`config.mk`:
```
export PLATFORM = sky130hd
export DESIGN_NAME = uart_rx
export DESIGN_NICKNAME = d
export VERILOG_FILES = /design/src/rtl/uart_rx.sv
export SDC_FILE = /design/constraint.sdc
export NUM_CORES = 1
export LEC_CHECK = 0
export BUFFER_PORTS_ARGS = -buffer_cell sky130_fd_sc_hd__buf_2
export CORE_ASPECT_RATIO = 0.75
export CORE_UTILIZATION = 40
export CTS_CLUSTER_DIAMETER = 200
export DETAILED_ROUTE_END_ITERATION = 7
export PLACE_DENSITY_LB_ADDON = 0.3
export SLEW_MARGIN = 40
export SYNTH_ARGS = -nofsm -noshare
export SYNTH_HDL_FRONTEND = slang
export SYNTH_SLANG_ARGS = --single-unit
```
`constraint.sdc`:
```
create_clock -name i_clk -period 1.6 [get_ports i_clk]
set_input_delay 0.24 -clock i_clk [delete_from_list [all_inputs] [get_ports i_clk]]
set_output_delay 0.24 -clock i_clk [all_outputs]
set_load 0.01 [all_outputs]
```
`src/rtl/uart_rx.sv`:
```
`timescale 1ns/1ps
`default_nettype none
// ============================================================================
// Module      : uart_rx
// Description : UART receiver, mid-bit sampling on an oversampling tick,
//               LSB-first, 1 start / NB_DATA data / 1 stop bit.
//               Define UART_RX_PARITY_EN to add a parity bit and o_parity_error.
// Revision    : 1.0 - initial release
// ============================================================================
module uart_rx #(
    parameter int NB_DATA      = 8,
    parameter int OVERSAMPLING = 16,
    parameter int SB_TICK      = 16
`ifdef UART_RX_PARITY_EN
    ,
    parameter bit PARITY_ODD   = 1'b0
`endif
) (
    input  logic               i_clk,
    input  logic               i_reset,
    input  logic               i_tick,
    input  logic               i_rx,
    output logic [NB_DATA-1:0] o_data,
    output logic               o_rx_done,
    output logic               o_frame_error,
`ifdef UART_RX_PARITY_EN
    output logic               o_parity_error,
`endif
    output logic               o_busy
);

    localparam int S_MAX = (OVERSAMPLING > SB_TICK) ? OVERSAMPLING : SB_TICK;
    localparam int S_W   = $clog2(S_MAX);
    localparam int N_W   = $clog2(NB_DATA);

    localparam logic [S_W-1:0] c_s_mid  = S_W'(OVERSAMPLING / 2 - 1);
    localparam logic [S_W-1:0] c_s_last = S_W'(OVERSAMPLING - 1);
    localparam logic [S_W-1:0] c_s_stop = S_W'(SB_TICK - 1);
    localparam logic [N_W-1:0] c_n_last = N_W'(NB_DATA - 1);

    typedef enum logic [2:0] {
        ST_IDLE  = 3'd0,
        ST_START = 3'd1,
        ST_DATA  = 3'd2,
        ST_STOP  = 3'd3
`ifdef UART_RX_PARITY_EN
        ,
        ST_PARITY = 3'd4
`endif
    } state_t;

    state_t             state_q, state_d;
    logic               rx_meta_q, rx_s_q;
    logic [S_W-1:0]     s_q, s_d;
    logic [N_W-1:0]     n_q, n_d;
    logic [NB_DATA-1:0] sr_q, sr_d;
    logic [NB_DATA-1:0] data_q, data_d;
    logic               done_q, done_d;
    logic               ferr_q, ferr_d;
`ifdef UART_RX_PARITY_EN
    logic               par_q, par_d;
    logic               perr_q, perr_d;
`endif

    // Line is asynchronous; both stages reset to the idle level.
    always_ff @(posedge i_clk or posedge i_reset) begin
        if (i_reset) begin
            rx_meta_q <= 1'b1;
            rx_s_q    <= 1'b1;
        end else begin
            rx_meta_q <= i_rx;
            rx_s_q    <= rx_meta_q;
        end
    end

    always_ff @(posedge i_clk or posedge i_reset) begin
        if (i_reset) begin
            state_q <= ST_IDLE;
            s_q     <= '0;
            n_q     <= '0;
            sr_q    <= '0;
            data_q  <= '0;
            done_q  <= 1'b0;
            ferr_q  <= 1'b0;
`ifdef UART_RX_PARITY_EN
            par_q   <= 1'b0;
            perr_q  <= 1'b0;
`endif
        end else begin
            state_q <= state_d;
            s_q     <= s_d;
            n_q     <= n_d;
            sr_q    <= sr_d;
            data_q  <= data_d;
            done_q  <= done_d;
            ferr_q  <= ferr_d;
`ifdef UART_RX_PARITY_EN
            par_q   <= par_d;
            perr_q  <= perr_d;
`endif
        end
    end

    always_comb begin
        state_d = state_q;
        s_d     = s_q;
        n_d     = n_q;
        sr_d    = sr_q;
        data_d  = data_q;
        done_d  = 1'b0;
        ferr_d  = ferr_q;
`ifdef UART_RX_PARITY_EN
        par_d   = par_q;
        perr_d  = perr_q;
`endif
        case (state_q)
            // The start edge is taken without waiting for a tick.
            ST_IDLE: begin
                if (!rx_s_q) begin
                    s_d     = '0;
                    state_d = ST_START;
                end
            end
            ST_START: begin
                if (i_tick) begin
                    if (s_q == c_s_mid) begin
                        if (!rx_s_q) begin
                            s_d     = '0;
                            n_d     = '0;
                            state_d = ST_DATA;
                        end else begin
                            state_d = ST_IDLE;
                        end
                    end else begin
                        s_d = s_q + S_W'(1);
                    end
                end
            end
            ST_DATA: begin
                if (i_tick) begin
                    if (s_q == c_s_last) begin
                        s_d  = '0;
                        sr_d = {rx_s_q, sr_q[NB_DATA-1:1]};
                        if (n_q == c_n_last) begin
`ifdef UART_RX_PARITY_EN
                            state_d = ST_PARITY;
`else
                            state_d = ST_STOP;
`endif
                        end else begin
                            n_d = n_q + N_W'(1);
                        end
                    end else begin
                        s_d = s_q + S_W'(1);
                    end
                end
            end
`ifdef UART_RX_PARITY_EN
            ST_PARITY: begin
                if (i_tick) begin
                    if (s_q == c_s_last) begin
                        s_d     = '0;
                        par_d   = rx_s_q;
                        state_d = ST_STOP;
                    end else begin
                        s_d = s_q + S_W'(1);
                    end
                end
            end
`endif
            ST_STOP: begin
                if (i_tick) begin
                    if (s_q == c_s_stop) begin
                        data_d  = sr_q;
                        ferr_d  = ~rx_s_q;
                        done_d  = 1'b1;
`ifdef UART_RX_PARITY_EN
                        perr_d  = (^sr_q) ^ par_q ^ PARITY_ODD;
`endif
                        state_d = ST_IDLE;
                    end else begin
                        s_d = s_q + S_W'(1);
                    end
                end
            end
            default: state_d = ST_IDLE;
        endcase
    end

    assign o_data         = data_q;
    assign o_rx_done      = done_q;
    assign o_frame_error  = ferr_q;
`ifdef UART_RX_PARITY_EN
    assign o_parity_error = perr_q;
`endif
    assign o_busy         = (state_q != ST_IDLE);

endmodule
`default_nettype wire

```
Yosys cells after proc, flatten, opt, wreduce, memory -nomap -nowiden:

Cells that the tools add are included.

* memories: 0
* bits in read-only memories: 0
* output and inout port bits: 11
* latch bits: 0
* logic and storage cells: 66
* RAM bits: 0
* register bits: 30
* input bits: 4

* shifts and indexed selects: 0
* $add $sub $neg: 2
* div/mod/pow operators: 0
* order comparisons: 0
* eq/ne operators: 17
* multiplexer cells: 28
* reduce and logical (&&, ||, !) cells: 9
* bitwise operators: 1
* multipliers: 0

Operators with widths (count)
* $mux 3: 14
* $mux 4: 7
* $ne 2x2->1 const B: 11
* $pmux 4 s4: 1
* $pmux 3 s4: 1
* $reduce_and 8->1: 1
* $reduce_and 7->1: 1
* $eq 3x2->1 const B: 2
* $pmux 3 s2: 1
* $reduce_and 3->1: 2
* $reduce_and 5->1: 1
* $add 4x1->4 const B: 1
* $eq 4x3->1 const B: 1
* $eq 4x4->1 const B: 1
* $reduce_bool 4->1: 1
* $add 3x1->3 const B: 1
* $eq 3x1->1 const B: 1
* $eq 3x3->1 const B: 1
* $logic_not 3->1: 1
* $mux 1: 3
* $reduce_bool 3->1: 1
* $mux 2: 1
* $reduce_bool 2->1: 1
* $not 1->1: 1

Logic depth before layout (Yosys ltp):

Gate-level depths: netlist of the first run.

* depth after elaboration: 5
* depth in mapped cells: 7
* depth with buffers taken out: 6

Worst setup path before layout of the first run:

No wires, ideal clock.

* kind: register to register
* start point: reg state_q[0]
* end point: reg n_q[0]
* setup slack: -108 ps
* buffers on the path: 1
* arrival time: 1583 ps
* cell stages (with the launch flop): 8
* period minus slack after synthesis: 1708 ps
* library setup time: 125 ps
* required time: 1475 ps
* cell sequence: dfrtp_1 inv_1 ha_1 buf_6 nand2_1 o32ai_2 nand3_2 mux2_4

* longest elaborated chain between the ends: 3
* elaborated cells between the ends (all ways): 11
* those cells by class: eq/ne: 8; mux: 1; reduce/logical: 2

Ends and longest elaborated chain
* start: declaration: RTL line 52 `state_t state_q, state_d;`
* start signal: assignment: RTL line 90 `state_q <= state_d;`
* $eq 3x2->1 / $eq 3x1->1 (equally long branches): RTL line 116 `case (state_q)`
* $ne 2x2->1 (no source line) / $reduce_bool 2->1 (equally long branches)
* $reduce_and 7->1 (no source line)
* end signal: assignment: RTL line 92 `n_q <= n_d;`
* end: declaration: RTL line 55 `logic [N_W-1:0] n_q, n_d;`

Several ways; a longest one is shown, not always the timed one.
A chain may end at the register's enable or synchronous reset.

Final worst setup path of the first run:

* start point: reg state_q[0]
* end point: reg s_q[0]

* longest elaborated chain between the ends: 3
* elaborated cells between the ends (all ways): 11
* those cells by class: eq/ne: 7; mux: 1; reduce/logical: 3

Ends and longest elaborated chain
* $eq 3x2->1, or another cell as far along: RTL line 116
* $reduce_bool 4->1 (no source line) / $ne 2x2->1 (equally long branches)
* $reduce_and 5->1 (no source line)
* end signal: assignment: RTL line 79 `s_q <= '0;`
* end signal: assignment: RTL line 91 `s_q <= s_d;`
* end: declaration: RTL line 54 `logic [S_W-1:0] s_q, s_d;`

Several ways; a longest one is shown, not always the timed one.

==> results of run 1 <==
-- final timing paths --
kind	from	end	slack, ps	cells past startpoint
setup / recovery	state_q[0]	s_q[0]	-100	6
hold / removal	i_reset	n_q[0]	20	3
setup reg to reg	state_q[0]	s_q[0]	-100	6
hold reg to reg	rx_meta_q	rx_s_q	360	0
max in group asynchronous	i_reset	rx_meta_q	1260	3
min in group i_clk	i_rx	rx_meta_q	60	1
-- synthesized netlist by cell type (all sizes together), types with 3 or more instances --
cell	count
ha	9
inv	7
nor2	3
mux2i	3
buf	4
a21oi	3
nand3	5
mux2	18
dfrtp	27
nand2b	3
nor2b	3
nand2	7
-- layout make-up --
cell class,instances,area share
tap,50,0.0311
inverter,7,0.0143
timing repair buffer,39,0.142
clock inverter,2,0.00498
multi-input combinational,79,0.408
clock buffer,6,0.0361
sequential,29,0.364
-- kinds of logic after synthesis --
| group | count (synthesis) | share of synthesized area |
|---|---|---|
| mux | 21 | 0.160 |
| compound gates | 19 | 0.107 |
| flops | 29 | 0.494 |
| buf+inv | 12 | 0.0424 |
| fa+ha+maj | 9 | 0.0764 |
| simple gates | 30 | 0.120 |
-- layer usage --
layer / part of all wire / vias to the layer above
met5: 0 / -
met4: 0.019 / 0
met3: 0.030 / 4
met2: 0.48 / 19
met1: 0.47 / 511
li1: - / 514
-- state kept, by name (all words and copies together), names as in the netlist --
register / cells
n_q: 3
o_data: 8
o_frame_error: 1
o_rx_done: 1
rx_meta_q: 1
rx_s_q: 1
s_q: 4
sr_q: 8
state_q: 2
-- critical path, delay by kind of cell, from the launching register on --
kind | cells | cell delay [ps]
AOI/OAI and AO/OA | 2 | 390
adders and majority gates | 1 | 210
buffers and inverters | 1 | 120
DFF | 1 | 470
muxes | 1 | 270
and+or+nand+nor | 1 | 130
-- power by group through the flow --
stage	Combinational, mW	Clock [mW]	Sequential [mW]
floorplan	0.547	0	0.859
global placement	0.800	0	0.860
detailed placement	0.819	0	0.867
CTS	0.946	0.586	0.854
global route	1.17	0.611	0.872
finish	1.07	0.559	0.862
-- through the flow --
| step | std cells | hold WS, ps | total power, mW | utilization | instance area [sq um] |
|---|---|---|---|---|---|
| after floorplan | 120 | 244 | 1.41 | - | 1510 |
| after global placement | 198 | 317 | 1.66 | 0.519 | 1770 |
| after detailed placement | 198 | 327 | 1.69 | 0.519 | 1770 |
| after CTS | 210 | 31.0 | 2.39 | 0.563 | 1910 |
| after global routing | 212 | 59.5 | 2.65 | 0.591 | 2010 |
| final | 212 | 20.8 | 2.49 | 0.591 | 2010 |
-- repair_timing --
item,in CTS,in global routing
gates resized for setup,7,16
buffers inserted,4,2
pin swaps,4,4
gates cloned,0,0
setup endpoints to repair,11,26
==> run_results.csv, run 1 <==
group,metric,value,unit
final_layout,antennaDiodeCount,0,
logic_synthesis,async_reset_ff_frac,1.00,
global_route,overflow,0,
global_route,grt_max_degree,30,
timing,max_slew_margin,0.759,
detailed_routing,firstDrtPassIters,4,
floorplan,io_pins,15,
placed_design,dp_hpwl,1950,um
setup_path,cp-start-kind,"flop",
detailed_routing,drt_wl_total,2810,um
global_route,grt_util_met3,0.0497,
logic_synthesis,syn-cell-area,1470,sq um
setup_path,path_class,"flop to flop",
floorplan,die_y,54.6,um
global_route,grt_pass1_wl,4860,um
setup_path,cp_max_fo,5,
floorplan,rows,18,
clocking,cts-root-buf,"clkbuf_8",
final_layout,multi_input_area,820,sq um
logic_synthesis,yosysSeqAreaShare,0.494,
setup_path,worst-endpoint-required,1760,ps
final_layout,mostFrequentLayoutCell,"dfrtp_1",
pwr,p_per_area,1240,nW/um^2
timing,setup_viol,8,
timing,skew,4.59,ps
clocking,cts_buffer_depth,2,
final_layout,nNetsFinal,174,
clocking,path_clk_slew,60,ps
setup_path,max_stage_delay,470,ps
setup_path,path_cells,"ha_4 -> buf_6 -> nand4_1 -> o2111ai_2 -> a31o_1 -> mux2_2",
placed_design,dp_slack,-134,ps
global_route,grt_busiest_layer,"met2",
clocking,cts_sinks,29,
setup_path,cp.arrival,1860,ps
logic_synthesis,synth_edf_count,0,
logic_synthesis,synth-seq-cells,29,
placed_design,place.port_buffers,14,
floorplan,die_w,72.1,um
detailed_routing,drtIter0Drc,64,
global_route,antenna_found_initial,0,
final_layout,regArea,731,sq um
clocking,cts_made_buffers,5,
pwr,power.static_leakage,1.01,nW
final_layout,final_cell_mix,"dfrtp_1 (25), buf_4 (20), buf_2 (14), mux2_2 (10)",
setup_path,end_kind,"flop",
global_route,grt_usage,0.171,
floorplan,coreArea,3400,sq um
detailed_routing,postRouteAntennaNets,0,
logic_synthesis,syn-num-nets,133,
detailed_routing,drc,0,
timing,finalCritPeriodShare,1.06,
logic_synthesis,synth_top_area_frac,0.458,
run,drv_cap,0,
pwr,peakVddDrop,0.000783,V
timing,finalHoldViolCount,0,
detailed_routing,viasPerCell,4.94,
timing,min_period,1700,ps
final_layout,num-fill-cells,278,
timing,tightest_slew,362,ps
timing,fmax,0.588,GHz
floorplan,start_util,0.433,
worst_hold_path,hold_class,"input pin to asynchronous set/reset pin",
floorplan,dieArea,3930,sq um
placed_design,gp_congestion,0.773,
global_route,first_global_vias,1067,
logic_synthesis,yosys.area.top_type,"dfrtp_1",
final_layout,area_growth,36.3,%
clocking,clock_insertion_delay_worst_skew,270,ps
clocking,cts_hold_buffers,0,
timing,setup_tns,-441,ps
outcome,violations,"setup timing",
global_route,grt_use_met2,0.291,
pwr,switching_share,0.335,
detailed_routing,num_vias,1048,
clocking,ctsHtreeMaxLevel,2,
logic_synthesis,synthCells,120,
logic_synthesis,ys_types,41,
logic_synthesis,synth-main-ff-cell,"dfrtp_1",
timing,final.setup.worst_slack,-101,ps
pwr,p_switching,0.836,mW
logic_synthesis,synth_area_leaders,"dfrtp_1 (46%), ha_1 (7.6%), mux2_2 (7.6%)",
timing,rsz0062_at_grt,"yes",
setup_path,cp_slowest_cell,"dfrtp_2",
logic_synthesis,avgSynthCellArea,12.3,sq um
pwr,pwr-share-seq,0.346,
global_route,use_met1,0.205,
logic_synthesis,yosysWarnings,0,
outcome,status,"finished, violations left",
timing,final-max-slew-violation-count,0,
final_layout,final_layout_size_suffix_gt1_frac,0.512,
pwr,p_int,1.66,mW
detailed_routing,routedWlPerCell,13.2,um
pwr,pwr-share-clk,0.224,
pwr,p_comb_frac,0.430,
clocking,tritoncts,"done",
No activity file was read; power rests on OpenSTA's default activity.
==> inputs of run 2 (changes only) <==
==> constraint.sdc (replaced) <==
create_clock -name i_clk -period 1.7 [get_ports i_clk]
set_input_delay 0.255 -clock i_clk [delete_from_list [all_inputs] [get_ports i_clk]]
set_output_delay 0.255 -clock i_clk [all_outputs]
set_load 0.01 [all_outputs]
==> run 2 against run 1 <==
The flow now finishes without violations; largest cell class unchanged; largest power group unchanged; critical path depth fell by 1; power is 11% lower; register-to-register slack better by 140 ps; global-route usage is 1.0 points lower.
==> run_results.csv, run 2 (synthesis results as in run 1) <==
group,metric,value,unit
detailed_routing,drc,0,
timing,setup_viol,0,
detailed_routing,firstDrtPassIters,4,
detailed_routing,postRouteAntennaNets,0,
timing,fmax,0.601,GHz
global_route,grt_pass1_wl,4440,um
setup_path,cp-start-kind,"flop",
global_route,grt_usage,0.161,
final_layout,num-fill-cells,300,
clocking,clock_insertion_delay_worst_skew,280,ps
placed_design,gp_congestion,0.798,
floorplan,coreArea,3400,sq um
detailed_routing,drtIter0Drc,15,
timing,skew,5.42,ps
run,drv_cap,0,
pwr,peakVddDrop,0.000534,V
final_layout,area_growth,27.2,%
global_route,first_global_vias,978,
setup_path,path_cells,"ha_4 -> or3_4 -> nand3b_2 -> a21oi_2 -> a221o_1",
final_layout,final_cell_mix,"dfrtp_1 (25), buf_2 (14), buf_4 (11), mux2_2 (10), mux2_1 (7)",
placed_design,dp_slack,-36.0,ps
final_layout,design_area,1880,sq um
timing,tightest_slew,359,ps
detailed_routing,viasPerCell,4.94,
setup_path,cp_max_fo,4,
floorplan,dieArea,3930,sq um
pwr,fin_total_pwr,2.22,mW
final_layout,final_layout_size_suffix_gt1_frac,0.457,
setup_path,end_kind,"flop",
timing,final-max-slew-violation-count,0,
timing,worst_hold_slack,29.0,ps
placed_design,dp_hpwl,1920,um
timing,min_period,1660,ps
final_layout,antennaDiodeCount,0,
detailed_routing,drt_wl_total,2700,um
setup_path,path_class,"flop to flop",
detailed_routing,routedWlPerCell,13.4,um
outcome,status,"finished, final reports clean",
placed_design,place.port_buffers,14,
timing,max_slew_margin,0.761,
global_route,grt_max_degree,30,
placed_design,postPlaceCellArea,1690,sq um
setup_path,cp_slowest_cell,"dfrtp_2",
placed_design,dp.cells,191,
global_route,antenna_found_initial,0,
setup_path,cp.arrival,1830,ps
timing,final.setup.worst_slack,36.9,ps
final_layout,final_util,0.552,
final_layout,mostFrequentLayoutCell,"dfrtp_1",
clocking,path_clk_slew,60,ps
detailed_routing,num_vias,993,
timing,rsz0062_at_grt,"yes",
floorplan,die_w,72.1,um
clocking,tritoncts,"done",
pwr,p_per_area,1180,nW/um^2
clocking,ctsHtreeMaxLevel,2,
clocking,cts_hold_buffers,0,
timing,finalCritPeriodShare,0.978,
setup_path,max_stage_delay,460,ps
floorplan,rows,18,
global_route,overflow,0,
floorplan,die_y,54.6,um
worst_hold_path,hold_class,"input pin to asynchronous set/reset pin",
clocking,cts_buffer_depth,2,
floorplan,io_pins,15,
final_layout,nNetsFinal,163,
timing,finalHoldViolCount,0,
timing,setup_tns,0,ps
floorplan,start_util,0.433,
clocking,cts_sinks,29,
final_layout,stdcell_count,201,
setup_path,worst-endpoint-required,1870,ps
clocking,cts_made_buffers,5,
pwr,power.static_leakage,0.954,nW
clocking,cts-root-buf,"clkbuf_8",
## run 2: cell types whose count changed in the layout (fill, tap and decap cells not counted), moves of 2 or more
| cell | before | now |
|---|---|---|
| ha_2 | 1 | 3 |
| nand3_2 | 3 | 1 |
| buf_4 | 20 | 11 |
| buf_6 | 4 | 1 |
| clkinv_2 | 2 | 0 |
| nand3_1 | 2 | 4 |
| ha_4 | 5 | 2 |
## run 2: path summary, 6_finish.rpt
kind / endpoint / startpoint / depth (start not counted) / slack, ps
min reg2reg: rx_s_q / rx_meta_q / 0 / 350
max reg2reg: s_q[3] / state_q[1] / 5 / 40
max in group asynchronous: rx_meta_q / i_reset / 3 / 1350
min in group i_clk: rx_meta_q / i_rx / 1 / 70
min: o_rx_done / i_reset / 3 / 30
max: s_q[3] / state_q[1] / 5 / 40
## run 2: layout make-up
type | instances | area, sq um | area share
Clock buffer | 8 | 90.1 | 0.0480
Multi-Input combinational cell | 79 | 762 | 0.406
Timing Repair Buffer | 28 | 204 | 0.109
Tap cell | 50 | 62.6 | 0.0334
Sequential cell | 29 | 731 | 0.390
Inverter | 7 | 26.3 | 0.0140
## run 2: routing by layer
layer  global-route usage  wire, um  vias to the layer above
li1                     -         -                      485
met1                0.193      1350                      486
met2                0.251      1200                       16
met3               0.0552        95                        6
met4                0.108        58                        0
met5                    0         0                        -
## run 2: power breakdown
group	internal [mW]	switching [mW]
sequential	0.741	0.0610
combinational	0.430	0.408
clock	0.329	0.247
## run 2: timing repair
item	4_1_cts	5_1_grt
buffers inserted	2	0
setup endpoints to repair	3	7
endpoints found under the hold margin	0	0
gates resized for setup	4	16
pin swaps	0	3
## run 2: worst max-delay path, delay by kind of cell, from the launching register on
| family | cells | cell delay (ps) |
|---|---|---|
| simple gates | 2 | 530 |
| flops | 1 | 460 |
| compound gates | 2 | 350 |
| fa+ha+maj | 1 | 200 |
